$ cat config.mk
export PLATFORM = sky130hd
export DESIGN_NAME = vga_scanout_flat
export DESIGN_NICKNAME = d
export VERILOG_FILES = /design/src/rtl/vga_scanout_if.sv /design/src/rtl/vga_scanout.sv /design/src/flat_wrapper.sv
export SDC_FILE = /design/constraint.sdc
export NUM_CORES = 1
export LEC_CHECK = 0
export ABC_AREA = 1
export BUFFER_PORTS_ARGS = -buffer_cell sky130_fd_sc_hd__buf_4
export CORE_ASPECT_RATIO = 2
export CORE_MARGIN = 8
export CORE_UTILIZATION = 59
export DETAILED_ROUTE_END_ITERATION = 8
export HOLD_SLACK_MARGIN = 0.15
export PLACE_DENSITY_LB_ADDON = 0.15
export REMOVE_ABC_BUFFERS = 1
export SLEW_MARGIN = 10
export SYNTH_ARGS = -nofsm -noshare
export SYNTH_HDL_FRONTEND = slang
export SYNTH_SLANG_ARGS = --single-unit
$ cat constraint.sdc
create_clock -name clk -period 5.5 [get_ports clk]
set_input_delay 1.1 -clock clk [delete_from_list [all_inputs] [get_ports clk]]
set_output_delay 1.1 -clock clk [all_outputs]
set_load 0.05 [all_outputs]
$ cat src/rtl/vga_scanout_if.sv
// Framebuffer read port: the scanout issues rd_en/rd_addr, the memory answers
// with rd_data exactly one clk later.
interface vga_scanout_if;
  logic        rd_en;
  logic [16:0] rd_addr;
  logic [2:0]  rd_data;

  modport master (output rd_en, output rd_addr, input rd_data);
  modport slave  (input rd_en, input rd_addr, output rd_data);
endinterface

$ cat src/rtl/vga_scanout.sv
// Raster-order framebuffer reader with 2x pixel/line doubling driving a VGA DAC.
// Everything advances on a divide-by-2 pixel tick derived from the system clock.
module vga_scanout #(
  parameter int unsigned H_VISIBLE = 640,
  parameter int unsigned H_FRONT   = 16,
  parameter int unsigned H_SYNC    = 96,
  parameter int unsigned H_BACK    = 48,
  parameter int unsigned V_VISIBLE = 480,
  parameter int unsigned V_FRONT   = 10,
  parameter int unsigned V_SYNC    = 2,
  parameter int unsigned V_BACK    = 33
) (
  input  logic          clk,
  input  logic          rst,
  vga_scanout_if.master fb,
  output logic          frame_start,
  output logic [9:0]    VGA_R,
  output logic [9:0]    VGA_G,
  output logic [9:0]    VGA_B,
  output logic          VGA_HS,
  output logic          VGA_VS,
  output logic          VGA_BLANK,
  output logic          VGA_SYNC,
  output logic          VGA_CLK
);

  localparam int unsigned H_TOTAL = H_VISIBLE + H_FRONT + H_SYNC + H_BACK;
  localparam int unsigned V_TOTAL = V_VISIBLE + V_FRONT + V_SYNC + V_BACK;

  localparam logic [9:0] HLast   = 10'(H_TOTAL - 1);
  localparam logic [9:0] VLast   = 10'(V_TOTAL - 1);
  localparam logic [9:0] HVis    = 10'(H_VISIBLE);
  localparam logic [9:0] VVis    = 10'(V_VISIBLE);
  localparam logic [9:0] HsStart = 10'(H_VISIBLE + H_FRONT);
  localparam logic [9:0] HsStop  = 10'(H_VISIBLE + H_FRONT + H_SYNC);
  localparam logic [9:0] VsStart = 10'(V_VISIBLE + V_FRONT);
  localparam logic [9:0] VsStop  = 10'(V_VISIBLE + V_FRONT + V_SYNC);

  logic        pix_en_q, pix_en_d;
  logic [9:0]  h_cnt_q, h_cnt_d;
  logic [9:0]  v_cnt_q, v_cnt_d;
  logic        rd_en_q, rd_en_d;
  logic [16:0] rd_addr_q, rd_addr_d;
  logic        hs_s1_q, hs_s1_d;
  logic        vs_s1_q, vs_s1_d;
  logic        blank_s1_q, blank_s1_d;
  logic        hs_q, hs_d;
  logic        vs_q, vs_d;
  logic        blank_q, blank_d;
  logic [2:0]  colour_q, colour_d;
  logic        frame_start_q, frame_start_d;
  logic        vga_clk_q, vga_clk_d;

  logic        visible;
  logic [16:0] x_ext, y_ext, addr;

  assign visible = (h_cnt_q < HVis) && (v_cnt_q < VVis);
  assign x_ext   = 17'(h_cnt_q[9:1]);
  assign y_ext   = 17'(v_cnt_q[9:1]);
  // y*320 built from shifts: 320 = 256 + 64
  assign addr    = (y_ext << 8) + (y_ext << 6) + x_ext;

  always_comb begin
    pix_en_d      = ~pix_en_q;
    h_cnt_d       = h_cnt_q;
    v_cnt_d       = v_cnt_q;
    rd_en_d       = 1'b0;
    rd_addr_d     = rd_addr_q;
    hs_s1_d       = hs_s1_q;
    vs_s1_d       = vs_s1_q;
    blank_s1_d    = blank_s1_q;
    hs_d          = hs_q;
    vs_d          = vs_q;
    blank_d       = blank_q;
    colour_d      = colour_q;
    frame_start_d = 1'b0;
    // Low on tick clks so the DAC samples in the middle of each pixel
    vga_clk_d     = pix_en_q;

    if (pix_en_q) begin
      rd_en_d    = visible;
      rd_addr_d  = visible ? addr : '0;
      hs_s1_d    = !((h_cnt_q >= HsStart) && (h_cnt_q < HsStop));
      vs_s1_d    = !((v_cnt_q >= VsStart) && (v_cnt_q < VsStop));
      blank_s1_d = visible;

      // Second stage lines sync/blank up with the colour returned for the same pixel
      hs_d     = hs_s1_q;
      vs_d     = vs_s1_q;
      blank_d  = blank_s1_q;
      colour_d = blank_s1_q ? fb.rd_data : 3'b000;

      if (h_cnt_q == HLast) begin
        h_cnt_d = '0;
        if (v_cnt_q == VLast) begin
          v_cnt_d       = '0;
          frame_start_d = 1'b1;
        end else begin
          v_cnt_d = v_cnt_q + 10'd1;
        end
      end else begin
        h_cnt_d = h_cnt_q + 10'd1;
      end
    end
  end

  always_ff @(posedge clk) begin
    if (rst) begin
      pix_en_q      <= 1'b0;
      h_cnt_q       <= '0;
      v_cnt_q       <= '0;
      rd_en_q       <= 1'b0;
      rd_addr_q     <= '0;
      hs_s1_q       <= 1'b1;
      vs_s1_q       <= 1'b1;
      blank_s1_q    <= 1'b0;
      hs_q          <= 1'b1;
      vs_q          <= 1'b1;
      blank_q       <= 1'b0;
      colour_q      <= '0;
      frame_start_q <= 1'b0;
      vga_clk_q     <= 1'b0;
    end else begin
      pix_en_q      <= pix_en_d;
      h_cnt_q       <= h_cnt_d;
      v_cnt_q       <= v_cnt_d;
      rd_en_q       <= rd_en_d;
      rd_addr_q     <= rd_addr_d;
      hs_s1_q       <= hs_s1_d;
      vs_s1_q       <= vs_s1_d;
      blank_s1_q    <= blank_s1_d;
      hs_q          <= hs_d;
      vs_q          <= vs_d;
      blank_q       <= blank_d;
      colour_q      <= colour_d;
      frame_start_q <= frame_start_d;
      vga_clk_q     <= vga_clk_d;
    end
  end

  assign fb.rd_en    = rd_en_q;
  assign fb.rd_addr  = rd_addr_q;
  assign frame_start = frame_start_q;
  assign VGA_R       = {10{colour_q[2]}};
  assign VGA_G       = {10{colour_q[1]}};
  assign VGA_B       = {10{colour_q[0]}};
  assign VGA_HS      = hs_q;
  assign VGA_VS      = vs_q;
  assign VGA_BLANK   = blank_q;
  assign VGA_SYNC    = 1'b0;
  assign VGA_CLK     = vga_clk_q;

endmodule

$ cat src/flat_wrapper.sv
// flat-port wrapper written by rule: the top's interface ports become plain ports
module vga_scanout_flat 
#(
  parameter int unsigned H_VISIBLE = 640,
  parameter int unsigned H_FRONT   = 16,
  parameter int unsigned H_SYNC    = 96,
  parameter int unsigned H_BACK    = 48,
  parameter int unsigned V_VISIBLE = 480,
  parameter int unsigned V_FRONT   = 10,
  parameter int unsigned V_SYNC    = 2,
  parameter int unsigned V_BACK    = 33
)
  (clk, rst, frame_start, VGA_R, VGA_G, VGA_B, VGA_HS, VGA_VS, VGA_BLANK, VGA_SYNC, VGA_CLK, fb_rd_en, fb_rd_addr, fb_rd_data);
  vga_scanout_if fb_i ();
  input  logic clk;
  input  logic rst;
  output logic frame_start;
  output logic [9:0] VGA_R;
  output logic [9:0] VGA_G;
  output logic [9:0] VGA_B;
  output logic VGA_HS;
  output logic VGA_VS;
  output logic VGA_BLANK;
  output logic VGA_SYNC;
  output logic VGA_CLK;
  output wire logic [$bits(fb_i.rd_en)-1:0] fb_rd_en;
  output wire logic [$bits(fb_i.rd_addr)-1:0] fb_rd_addr;
  input wire logic [$bits(fb_i.rd_data)-1:0] fb_rd_data;
  assign fb_rd_en = fb_i.rd_en;
  assign fb_rd_addr = fb_i.rd_addr;
  assign fb_i.rd_data = fb_rd_data;
  vga_scanout #(.H_VISIBLE(H_VISIBLE), .H_FRONT(H_FRONT), .H_SYNC(H_SYNC), .H_BACK(H_BACK), .V_VISIBLE(V_VISIBLE), .V_FRONT(V_FRONT), .V_SYNC(V_SYNC), .V_BACK(V_BACK)) u_core (.clk(clk), .rst(rst), .fb(fb_i), .frame_start(frame_start), .VGA_R(VGA_R), .VGA_G(VGA_G), .VGA_B(VGA_B), .VGA_HS(VGA_HS), .VGA_VS(VGA_VS), .VGA_BLANK(VGA_BLANK), .VGA_SYNC(VGA_SYNC), .VGA_CLK(VGA_CLK));
endmodule
==> metrics.csv, run 1 <==
stage,metric,value,unit
timing,Setup TNS Final,0,ns
pwr,switching share of power,0.244,
clock_tree,Max clock buf depth,2,
synthesis,top post-synthesis cells by area,"dfxtp_1 (36%), nand2_1 (11%), ha_1 (9.4%), buf_4 (7.8%), nor2_1 (4.6%)",
synthesis,Compound-Gate Fraction of Synth Area,0.0913,
worst_hold_path,worst hold stages,2,
finish,P&R area growth vs syn,13.2,%
worst_hold_path,hold path endpoint,u_core.VGA_HS,
pwr,power share of the combinational group,0.086,
drt,initial drt markers,81,
synthesis,Synth Cell Area,2780,um2
clock_tree,cts repair resizes,0,
synthesis,Post-Synth Simple-Gate Area,0.280,
pwr,pwr dens,217,nW/um2
finish,nets,423,
worst_hold_path,Hold Path Class,flop to flop,
clock_tree,CTS sink count,50,
synthesis,Post-synth EDFFs,0,
setup_path,reg2reg start,u_core.v_cnt_q[1],
finish,utilization after layout,0.691,
setup_path,Setup crit end kind,flop,
outcome,status,finished clean,
placed_design,placer congestion estimate,0.862,
synthesis,post-synthesis adder-cell area fraction,0.109,
finish,layout cell share with drive strength beyond 1,0.217,
run,max cap viols,0,
drt,WL final,6550,um
timing,final count of hold timing violations,0,
setup_path,Reg2Reg Setup Slack,3.18,ns
timing,Max Slew Vio Count,0,
die,Die ar.,7300,um2
synthesis,post-synth top area cell,dfxtp_1,
drt,DR top layer,met4,
synthesis,post-synthesis mux area share,0,
die,initial core utilization,0.611,
placed_design,detailed placement HPWL,5150,um
clock_tree,"Clk Latency, worst-skew pair",0.30,ns
drt,metal2 WL,3690,um
timing,# setup viols final,0,
setup_path,r2r worst-path depth,12,
timing,"Period Utilization, post-route",0.423,
synthesis,sequential area share after synthesis,0.360,
grt,vias in the first global route,2398,
grt,first-pass GRT wire length,10800,um
drt,DR WL met3,305,um
setup_path,kind of critical path,flop to flop,
worst_hold_path,HP Start,u_core.hs_s1_q,
synthesis,largest family of logic cells by synthesized area,simple AND/OR/NAND/NOR gates,
pwr,Leak,1.52,nW
synthesis,#FFs+latches synth,50,
pwr,Sequential Power Share,0.543,
die,Die X,64.6,um
timing,Min Hold Slack,0.454,ns
synthesis,synth warn,0,
clock_tree,Post-CTS Setup Inserts,0,
synthesis,ys async rst share,0,
placed_design,area post-placement,3040,um2
setup_path,crit path DAT,2.53,ns
grt,pin count of the biggest net entering global routing,25,
die,# rows,35,
grt,gr usage total,0.184,
pwr,switching power,167,uW
finish,Final Cell Area,3150,um2
drt,post-route DRC violation count,0,
drt,WL per Instance,14.5,um
synthesis,Synth top area share,0.360,
setup_path,Worst Setup Start Kind,flop,
synthesis,Synth cell types,36,
pwr,VDD IR max,0.000240,V
placed_design,I/O Buffers,57,
drt,via count,2379,
grt,initial antenna violation count,0,
timing,Tmin final,2.32,ns
grt,GR Overflow Total,0,
clock_tree,H-tree levels,2,
drt,final antenna-violating net count,0,
die,die span in y,113,um
timing,setup repair after global routing missed its margin,false,
clock_tree,CTS tree,built,
synthesis,Mapped Cells,363,
clock_tree,clock tree root driver cell,clkbuf_8,
drt,detail-routed via count per cell,5.27,
setup_path,"Max FO, Critical Path",4,
clock_tree,Hold Buf Count CTS,0,
synthesis,"Top FF cell, synth",dfxtp_1,
clock_tree,"Clk pin slew, worst setup/hold paths",0.09,ns
finish,# fillers,395,
finish,"commonest cells after routing, fill and taps aside","nand2_1 (85), buf_4 (58), dfxtp_1 (50)",
die,IO Pins,59,
setup_path,Required @ worst endpoint,5.71,ns
pwr,Overall Power,684,uW
synthesis,syn_area_per_cell,7.66,um2
timing,Max Freq,430,MHz
drt,drt first pass iters,4,
drt,wl on met1,2390,um
finish,"commonest non-fill, non-tap cell in the layout",nand2_1,
die,core area,4550,um2
setup_path,terminus of the critical flop-to-flop path,u_core.fb.rd_addr[15],
pwr,Int Power,517,uW
synthesis,Post-Synth XOR/XNOR Area,0.0157,
finish,multi-input logic area,1380,um2
clock_tree,TritonCTS buffer count,5,
finish,register area,1000,um2
timing,Max Clock Skew,0.0105,ns
pwr,Clk network pwr share,0.371,
finish,n_diodes,0,
## cell usage after synthesis, types with 5 or more instances
cell     number
dfxtp_1      50
xor2_1        5
nor2_2        5
a21oi_1      13
ha_1         21
nor3_1        5
nand2_1      85
o21ai_0      13
nor2_1       34
nand3_1      19
buf_4        29
inv_1        33
## how the worst max path moves through the flow
stage,start,end,slack (ns),cells past startpoint
6_report,u_core.v_cnt_q[1],u_core.fb.rd_addr[15],3.18,12
3_3_place_gp,rst,u_core.fb.rd_addr[10],3.22,10
2_1_floorplan,u_core.colour_q[0],VGA_B[0],0.90,0
5_1_grt,u_core.v_cnt_q[1],u_core.fb.rd_addr[15],2.95,12
3_5_place_dp,u_core.v_cnt_q[1],u_core.fb.rd_addr[15],3.20,12
4_1_cts,u_core.v_cnt_q[1],u_core.fb.rd_addr[15],3.16,12
## metrics by stage
| stage | setup slack, ns | std cells |
|---|---|---|
| global route | 2.95 | 451 |
| global placement | 3.22 | 443 |
| finish | 3.18 | 451 |
| floorplan | 0.898 | 330 |
| detailed placement | 3.20 | 443 |
| CTS | 3.16 | 451 |
## cell families after synthesis
group | count (synthesis)
and+or+nand+nor | 169
buffers and inverters | 73
DFF | 50
AOI/OAI and AO/OA | 42
adders and majority gates | 23
xor gates and xnor gates | 5
other | 1
## power by group through the flow
stage	Clock (mW)	Combinational [mW]	Sequential, mW
global placement	0	0.0594	0.380
CTS	0.258	0.0599	0.371
floorplan	0	0.0150	0.403
global route	0.273	0.0630	0.372
finish	0.253	0.0591	0.371
detailed placement	0	0.0598	0.380
## registers in the layout, indices dropped and copies added, names as in the netlist
name and flops:
u_core.fb.rd_addr 17, u_core.h_cnt_q 10, u_core.v_cnt_q 10, u_core.colour_q 3
u_core.VGA_BLANK 1, u_core.VGA_CLK 1, u_core.VGA_HS 1, u_core.VGA_VS 1
u_core.blank_s1_q 1, u_core.fb.rd_en 1, u_core.frame_start 1, u_core.hs_s1_q 1
u_core.pix_en_q 1, u_core.vs_s1_q 1
## metal layers
metal / GRT usage / vias up
met2: 0.352 / 58
met4: 0.104 / 0
met1: 0.165 / 1103
met5: 0 / -
li1: - / 1206
met3: 0.0425 / 12
## worst max-delay path: stages (launching register included)
cell and delay (ns):
dfxtp_1 0.41, inv_1 0.13, fa_1 0.56, inv_1 0.07, fa_1 0.44, nand2_1 0.10, nand2_1 0.08, nand2_1 0.06
inv_1 0.06, nand2_1 0.08, nand3_1 0.09, nand3_1 0.09, nand2_1 0.05
## final cells by class
| class | instances | area share |
|---|---|---|
| flip-flops and latches | 50 | 0.318 |
| well taps | 55 | 0.0219 |
| clock inverters | 1 | 0.00954 |
| clock buffers | 7 | 0.0242 |
| inverters | 40 | 0.0485 |
| multi-input cells | 240 | 0.440 |
| repair buffers | 58 | 0.138 |
No activity file was read; power rests on OpenSTA's default activity.
==> run 2: changes to the inputs <==
- ABC_AREA: 1 -> 0
- CORE_UTILIZATION: 59 -> 49
- clock period: 5.5 -> 1.85 ns (I/O delays scaled with it)
==> run 2 against run 1 <==
Setup slack got worse by 3.6 ns. The flow now finishes with violations (setup timing). Sequential power rose to 3.0 times the previous value. Register-to-register slack lost 3.6 ns. Clock skew is 0.0010 ns higher. Combinational power increased to 3.6 times the previous value.
==> metrics.csv, run 2 <==
stage,metric,value,unit,change
pwr,Leak,1.65,nW,was 1.52 nW
finish,n_diodes,0,,unchanged
synthesis,synth cell count leaders,"dfxtp_1 (50), buf_4 (29), nor2_1 (22)",,"was nand2_1 (85), dfxtp_1 (50), nor2_1 (34)"
die,core area,5370,um2,was 4550 um2
setup_path,crit path DAT,2.46,ns,was 2.53 ns
setup_path,r2r worst-path depth,8,,was 12
synthesis,"Top FF cell, synth",dfxtp_1,,unchanged
die,# rows,38,,was 35
die,IO Pins,59,,unchanged
drt,final antenna-violating net count,0,,unchanged
finish,layout cell share with drive strength beyond 1,0.351,,was 0.217
synthesis,Synth Cell Area,2710,um2,was 2780 um2
drt,post-route DRC violation count,0,,unchanged
outcome,failing checks,setup timing,,
pwr,power share of the combinational group,0.101,,was 0.086
finish,"commonest cells after routing, fill and taps aside","buf_4 (110), dfxtp_1 (46), nor2_1 (22)",,"was nand2_1 (85), buf_4 (58), dfxtp_1 (50)"
clock_tree,TritonCTS buffer count,5,,unchanged
synthesis,top-count cell post-synth,dfxtp_1,,was nand2_1
drt,via count,2401,,was 2379
placed_design,detailed placement HPWL,5340,um,was 5150 um
finish,Largest register FFs,17,,unchanged
worst_hold_path,Hold Path Class,input port to flop,,was flop to flop
grt,vias in the first global route,2545,,was 2398
pwr,Int Power,1.56,mW,was 517 uW
clock_tree,"Clk pin slew, worst setup/hold paths",0.10,ns,was 0.09 ns
outcome,status,"complete, but fails checks",,was finished clean
worst_hold_path,worst hold stages,3,,was 2
placed_design,I/O Buffers,57,,unchanged
synthesis,#FFs+latches synth,50,,unchanged
clock_tree,Hold Buf Count CTS,0,,unchanged
die,Die ar.,8320,um2,was 7300 um2
setup_path,Required @ worst endpoint,2.06,ns,was 5.71 ns
clock_tree,CTS tree,built,,unchanged
setup_path,Critical path origin,u_core.h_cnt_q[9],,was u_core.v_cnt_q[1]
synthesis,ys async rst share,0,,unchanged
pwr,Clk network pwr share,0.378,,was 0.371
pwr,switching share of power,0.262,,was 0.244
setup_path,Worst Setup Start Kind,flop,,unchanged
grt,initial antenna violation count,0,,unchanged
synthesis,largest family of logic cells by synthesized area,simple AND/OR/NAND/NOR gates,,unchanged
synthesis,synth warn,0,,unchanged
pwr,VDD IR max,0.000913,V,was 0.000240 V
timing,worst setup margin,-0.399,ns,was 3.18 ns
placed_design,placer congestion estimate,0.852,,was 0.862
drt,WL final,6790,um,was 6550 um
grt,first-pass GRT wire length,11400,um,was 10800 um
synthesis,post-synth top area cell,dfxtp_1,,unchanged
timing,Setup TNS Final,-2.02,ns,was 0 ns
timing,Max Freq,445,MHz,was 430 MHz
worst_hold_path,HP Start,fb_rd_data[2],,was u_core.hs_s1_q
pwr,Sequential Power Share,0.521,,was 0.543
timing,setup repair after global routing missed its margin,true,,was false
synthesis,Post-synth EDFFs,0,,unchanged
die,Die X,68.6,um,was 64.6 um
timing,Max Slew Vio Count,0,,unchanged
timing,Tmin final,2.25,ns,was 2.32 ns
grt,GR Overflow Total,0,,unchanged
drt,initial drt markers,97,,was 81
setup_path,Setup crit end kind,flop,,unchanged
die,die span in y,121,um,was 113 um
synthesis,Compound-Gate Fraction of Synth Area,0.157,,was 0.0913
finish,Final Cell Area,3520,um2,was 3150 um2
synthesis,sequential area share after synthesis,0.369,,was 0.360
finish,P&R area growth vs syn,29.8,%,was 13.2%
synthesis,post-synthesis adder-cell area fraction,0.112,,was 0.109
finish,"commonest non-fill, non-tap cell in the layout",buf_4,,was nand2_1
pwr,switching power,557,uW,was 167 uW
synthesis,Post-Synth Simple-Gate Area,0.201,,was 0.280
pwr,pwr dens,602,nW/um2,was 217 nW/um2
synthesis,Synth top area share,0.369,,was 0.360
timing,# setup viols final,7,,was 0
clock_tree,H-tree levels,2,,unchanged
timing,final count of hold timing violations,0,,unchanged
drt,detail-routed via count per cell,5.51,,was 5.27
synthesis,post-synthesis mux area share,0.00738,,was 0
timing,Max Clock Skew,0.0115,ns,was 0.0105 ns
grt,pin count of the biggest net entering global routing,25,,unchanged
setup_path,kind of critical path,flop to flop,,unchanged
synthesis,Mapped Cells,295,,was 363
synthesis,top post-synthesis cells by area,"dfxtp_1 (37%), ha_1 (9.7%), buf_4 (8.0%), nor2_1 (3.0%), a21oi_1 (2.8%)",,"was dfxtp_1 (36%), nand2_1 (11%), ha_1 (9.4%), buf_4 (7.8%), nor2_1 (4.6%)"
drt,WL per Instance,15.6,um,was 14.5 um
placed_design,area post-placement,3360,um2,was 3040 um2
clock_tree,"Clk Latency, worst-skew pair",0.32,ns,was 0.30 ns
synthesis,Synth cell types,49,,was 36
clock_tree,CTS sink count,50,,unchanged
setup_path,"Max FO, Critical Path",5,,was 4
clock_tree,clock tree root driver cell,clkbuf_8,,unchanged
grt,gr usage total,0.175,,was 0.184
die,initial core utilization,0.505,,was 0.611
clock_tree,Max clock buf depth,2,,unchanged
finish,nets,403,,was 423
synthesis,syn_area_per_cell,9.20,um2,was 7.66 um2
run,max cap viols,0,,unchanged
timing,"Period Utilization, post-route",1.22,,was 0.423
setup_path,reg2reg start,u_core.h_cnt_q[9],,was u_core.v_cnt_q[1]
synthesis,Post-Synth XOR/XNOR Area,0.0420,,was 0.0157
drt,drt first pass iters,4,,unchanged
setup_path,Reg2Reg Setup Slack,-0.40,ns,was 3.18 ns
## run 2: cell count changes in the layout (fill, tap and decap cells not counted), sizes merged, moves of 7 or more
cell,before,now
nand3,19,11
nor2,42,22
inv,37,12
buf,58,111
o21ai,17,5
nand2,89,17
xnor2,0,7
## run 2: cells by family (layout without fill, tap and decap cells)
kind of cell               count (synthesis)  in the layout
AOI/OAI and AO/OA                         58             58
and+or+nand+nor                           99             99
xor gates and xnor gates                  13             13
muxes                                      2              2
buffers and inverters                     49            130
DFF                                       50             50
other                                      1              1
adders and majority gates                 23             23
## run 2: final cells by class
class,count,area [um2]
Multi-Input combinational cell,196,1440
Timing Repair Buffer,111,846
Inverter,11,43.8
Clock buffer,5,68.8
Clock inverter,3,43.8
Tap cell,60,75.1
Fill cell,470,1850
Sequential cell,50,1010
## run 2: worst paths after layout
kind / endpoint
hold reg to reg: u_core.fb.rd_addr[9]
hold / removal: u_core.colour_q[2]
setup reg to reg: u_core.fb.rd_addr[15]
setup / recovery: u_core.fb.rd_addr[15]
## run 2: stage by stage
step | hold slack (ns) | util | worst slack, ns | total power, mW | std cells
after CTS | 0.327 | 0.649 | -0.399 | 2.14 | 433
after global placement | 0.436 | 0.625 | -0.514 | 1.34 | 426
final | 0.332 | 0.656 | -0.399 | 2.12 | 436
after detailed placement | 0.451 | 0.625 | -0.557 | 1.34 | 426
after floorplan | 0.434 | - | -2.03 | 1.26 | 257
after global routing | 0.354 | 0.656 | -0.487 | 2.18 | 436
## run 2: what timing repair did
item / CTS / global route
endpoints found under the setup margin: 11 / 19
gates resized for setup: 11 / 4
pin swaps: 15 / 5
buffers inserted: 0 / 3
hold endpoints to repair: 0 / 0
## run 2: per-layer routing
metal  track usage  part of all wire  wire length [um]
met5             0                 0                 0
met4        0.0865             0.028               193
met3        0.0370             0.036               246
met2         0.328              0.58              3930
met1         0.166              0.36              2420
## run 2: worst max-delay path, cell delays in order (launching register included)
cell and delay [ns]:
dfxtp_2 0.34, inv_2 0.04, fa_1 0.54, inv_2 0.06, fa_2 0.36, a211o_1 0.27
o211ai_1 0.23, a2111o_1 0.22, o211ai_1 0.07
## run 2: power groups by stage
stage	Sequential, mW	Combinational, mW	Clock (mW)
after floorplan	1.21	0.0437	0
after global placement	1.13	0.214	0
after detailed placement	1.13	0.215	0
after CTS	1.10	0.216	0.824
after global routing	1.11	0.227	0.851
final	1.10	0.214	0.802
==> run 3: changes to the inputs <==
- CELL_PAD_IN_SITES_DETAIL_PLACEMENT: default -> 0
- CELL_PAD_IN_SITES_GLOBAL_PLACEMENT: default -> 1
- CORE_MARGIN: 8 -> default
- CORE_UTILIZATION: 49 -> 37
==> run 3 against run 2 <==
The flow still finishes with violations (setup timing). Largest cell class unchanged. Via count decreased by 0.17%. Final cell count rose by 7.3%. Count of clock-buffer cells in the layout increased by 1. Combinational power up 3%. Sequential share of layout area shrank 0.93 points. Design area rose by 3.2%. Fmax up 0.66%. Largest power group unchanged. Non-clock buffer count increased by 3. Highest routed layer unchanged. Utilization fell by 14 points. Hold slack better by 0.021 ns.
==> metrics.csv, run 3 (synthesized netlist as in run 2, its figures left out) <==
stage,metric,value,unit,change
outcome,status,"complete, but fails checks",,unchanged
outcome,failing checks,setup timing,,unchanged
worst_hold_path,worst hold stages,3,,unchanged
timing,Tmin final,2.23,ns,was 2.25 ns
drt,via count,2397,,was 2401
grt,initial antenna violation count,0,,unchanged
pwr,pwr dens,608,nW/um2,was 602 nW/um2
placed_design,detailed placement HPWL,5530,um,was 5340 um
setup_path,r2r worst-path depth,8,,unchanged
die,initial core utilization,0.388,,was 0.505
timing,setup repair after global routing missed its margin,true,,unchanged
drt,initial drt markers,68,,was 97
finish,"commonest cells after routing, fill and taps aside","buf_4 (110), dfxtp_1 (47), nor2_1 (22)",,"was buf_4 (110), dfxtp_1 (46), nor2_1 (22)"
grt,gr usage total,0.191,,was 0.175
setup_path,terminus of the critical flop-to-flop path,u_core.fb.rd_addr[15],,unchanged
drt,post-route DRC violation count,0,,unchanged
die,Die ar.,7700,um2,was 8320 um2
setup_path,crit path DAT,2.41,ns,was 2.46 ns
finish,Final Non-Filler Cells,468,,was 436
worst_hold_path,Hold Path Class,input port to flop,,unchanged
finish,Largest register FFs,17,,unchanged
placed_design,dpl cells,458,,was 426
die,Die X,62.6,um,was 68.6 um
grt,pin count of the biggest net entering global routing,25,,unchanged
setup_path,Required @ worst endpoint,2.03,ns,was 2.06 ns
finish,n_diodes,0,,unchanged
clock_tree,"Clk Latency, worst-skew pair",0.29,ns,was 0.32 ns
timing,"Period Utilization, post-route",1.21,,was 1.22
drt,WL final,7140,um,was 6790 um
die,die span in y,123,um,was 121 um
setup_path,Setup crit end kind,flop,,unchanged
timing,Max Slew Vio Count,0,,unchanged
finish,nets,406,,was 403
pwr,Leak,1.69,nW,was 1.65 nW
timing,# setup viols final,7,,unchanged
die,core area,6990,um2,was 5370 um2
timing,worst setup margin,-0.384,ns,was -0.399 ns
setup_path,reg2reg start,u_core.h_cnt_q[9],,unchanged
pwr,VDD IR max,0.000532,V,was 0.000913 V
worst_hold_path,hold path endpoint,u_core.colour_q[0],,was u_core.colour_q[2]
setup_path,Worst Setup Start Kind,flop,,unchanged
finish,"commonest non-fill, non-tap cell in the layout",buf_4,,unchanged
grt,first-pass GRT wire length,11100,um,was 11400 um
grt,vias in the first global route,2280,,was 2545
timing,Max Freq,448,MHz,was 445 MHz
drt,final antenna-violating net count,0,,unchanged
placed_design,I/O Buffers,57,,unchanged
clock_tree,CTS tree,built,,unchanged
finish,# fillers,713,,was 470
finish,layout cell share with drive strength beyond 1,0.357,,was 0.351
die,# rows,43,,was 38
finish,utilization after layout,0.520,,was 0.656
timing,final count of hold timing violations,0,,unchanged
grt,GR Overflow Total,0,,unchanged
run,max cap viols,0,,unchanged
clock_tree,H-tree levels,2,,unchanged
clock_tree,TritonCTS buffer count,5,,unchanged
setup_path,kind of critical path,flop to flop,,unchanged
clock_tree,Max clock buf depth,2,,unchanged
clock_tree,"Clk pin slew, worst setup/hold paths",0.07,ns,was 0.10 ns
setup_path,Reg2Reg Setup Slack,-0.38,ns,was -0.40 ns
drt,WL per Instance,15.3,um,was 15.6 um
finish,P&R area growth vs syn,34.0,%,was 29.8%
clock_tree,CTS sink count,50,,unchanged
worst_hold_path,HP Start,fb_rd_data[0],,was fb_rd_data[2]
drt,detail-routed via count per cell,5.12,,was 5.51
clock_tree,clock tree root driver cell,clkbuf_16,,was clkbuf_8
placed_design,placer congestion estimate,0.807,,was 0.852
drt,drt first pass iters,4,,unchanged
setup_path,"Max FO, Critical Path",5,,unchanged
die,IO Pins,59,,unchanged
timing,Max Clock Skew,0.00607,ns,was 0.0115 ns
-- run 3: stage by stage --
stage	worst slack [ns]	power [mW]	setup TNS (ns)	hold WS, ns	area (um2)
final	-0.384	2.21	-2.17	0.353	3640
after global routing	-0.508	2.31	-2.81	0.354	3640
after CTS	-0.396	2.24	-2.11	0.347	3590
after detailed placement	-0.593	1.35	-3.58	0.448	3410
after global placement	-0.535	1.35	-3.15	0.444	3410
after floorplan	-2.03	1.26	-70.27	0.434	2450
-- run 3: worst max-delay path, cell delays in order (launching register included) --
cell and delay (ns):
dfxtp_2 0.34, inv_2 0.05, fa_1 0.54, inv_2 0.06, fa_2 0.37, a211o_1 0.28
o211ai_1 0.20, a2111o_1 0.21, o211ai_1 0.08
-- run 3: how the worst max path moves through the flow --
stage | startpoint | end | slack [ns] | cells past startpoint
after floorplan | u_core.colour_q[0] | u_core.colour_q[0] | -2.03 | 2
after global placement | u_core.v_cnt_q[1] | u_core.fb.rd_addr[16] | -0.53 | 9
after detailed placement | u_core.v_cnt_q[1] | u_core.fb.rd_addr[16] | -0.59 | 9
after CTS | u_core.h_cnt_q[9] | u_core.fb.rd_addr[15] | -0.40 | 8
after global routing | u_core.h_cnt_q[9] | u_core.fb.rd_addr[13] | -0.51 | 8
final | u_core.h_cnt_q[9] | u_core.fb.rd_addr[15] | -0.38 | 8
-- run 3: cell type report --
cell class | count | area, um2 | area share
Clock buffer | 6 | 129 | 0.0354
Multi-Input combinational cell | 196 | 1460 | 0.401
Inverter | 11 | 43.8 | 0.0120
Clock inverter | 1 | 7.51 | 0.00206
Sequential cell | 50 | 1000 | 0.276
Timing Repair Buffer | 114 | 880 | 0.242
Tap cell | 90 | 113 | 0.0310
-- run 3: metal layers --
metal	vias up	global-route usage	routed length, um
met5	-	0	0
met4	0	0.112	244
met2	29	0.387	4250
met1	1152	0.175	2520
met3	16	0.0268	117
li1	1200	-	-
-- run 3: repair_timing --
| action | 4_1_cts | 5_1_grt |
|---|---|---|
| setup buffers | 1 | 2 |
| resized for setup | 11 | 10 |
| hold buffers | 0 | 0 |
| endpoints found under the setup margin | 8 | 16 |
| endpoints found under the hold margin | 0 | 0 |
| pin swaps | 18 | 9 |
-- run 3: where the power goes --
part / total, mW / internal, mW / switching (mW)
logic: 0.220 / 0.0709 / 0.149
registers: 1.10 / 1.09 / 0.0124
clock network: 0.888 / 0.495 / 0.394
total: 2.21 / 1.66 / 0.555
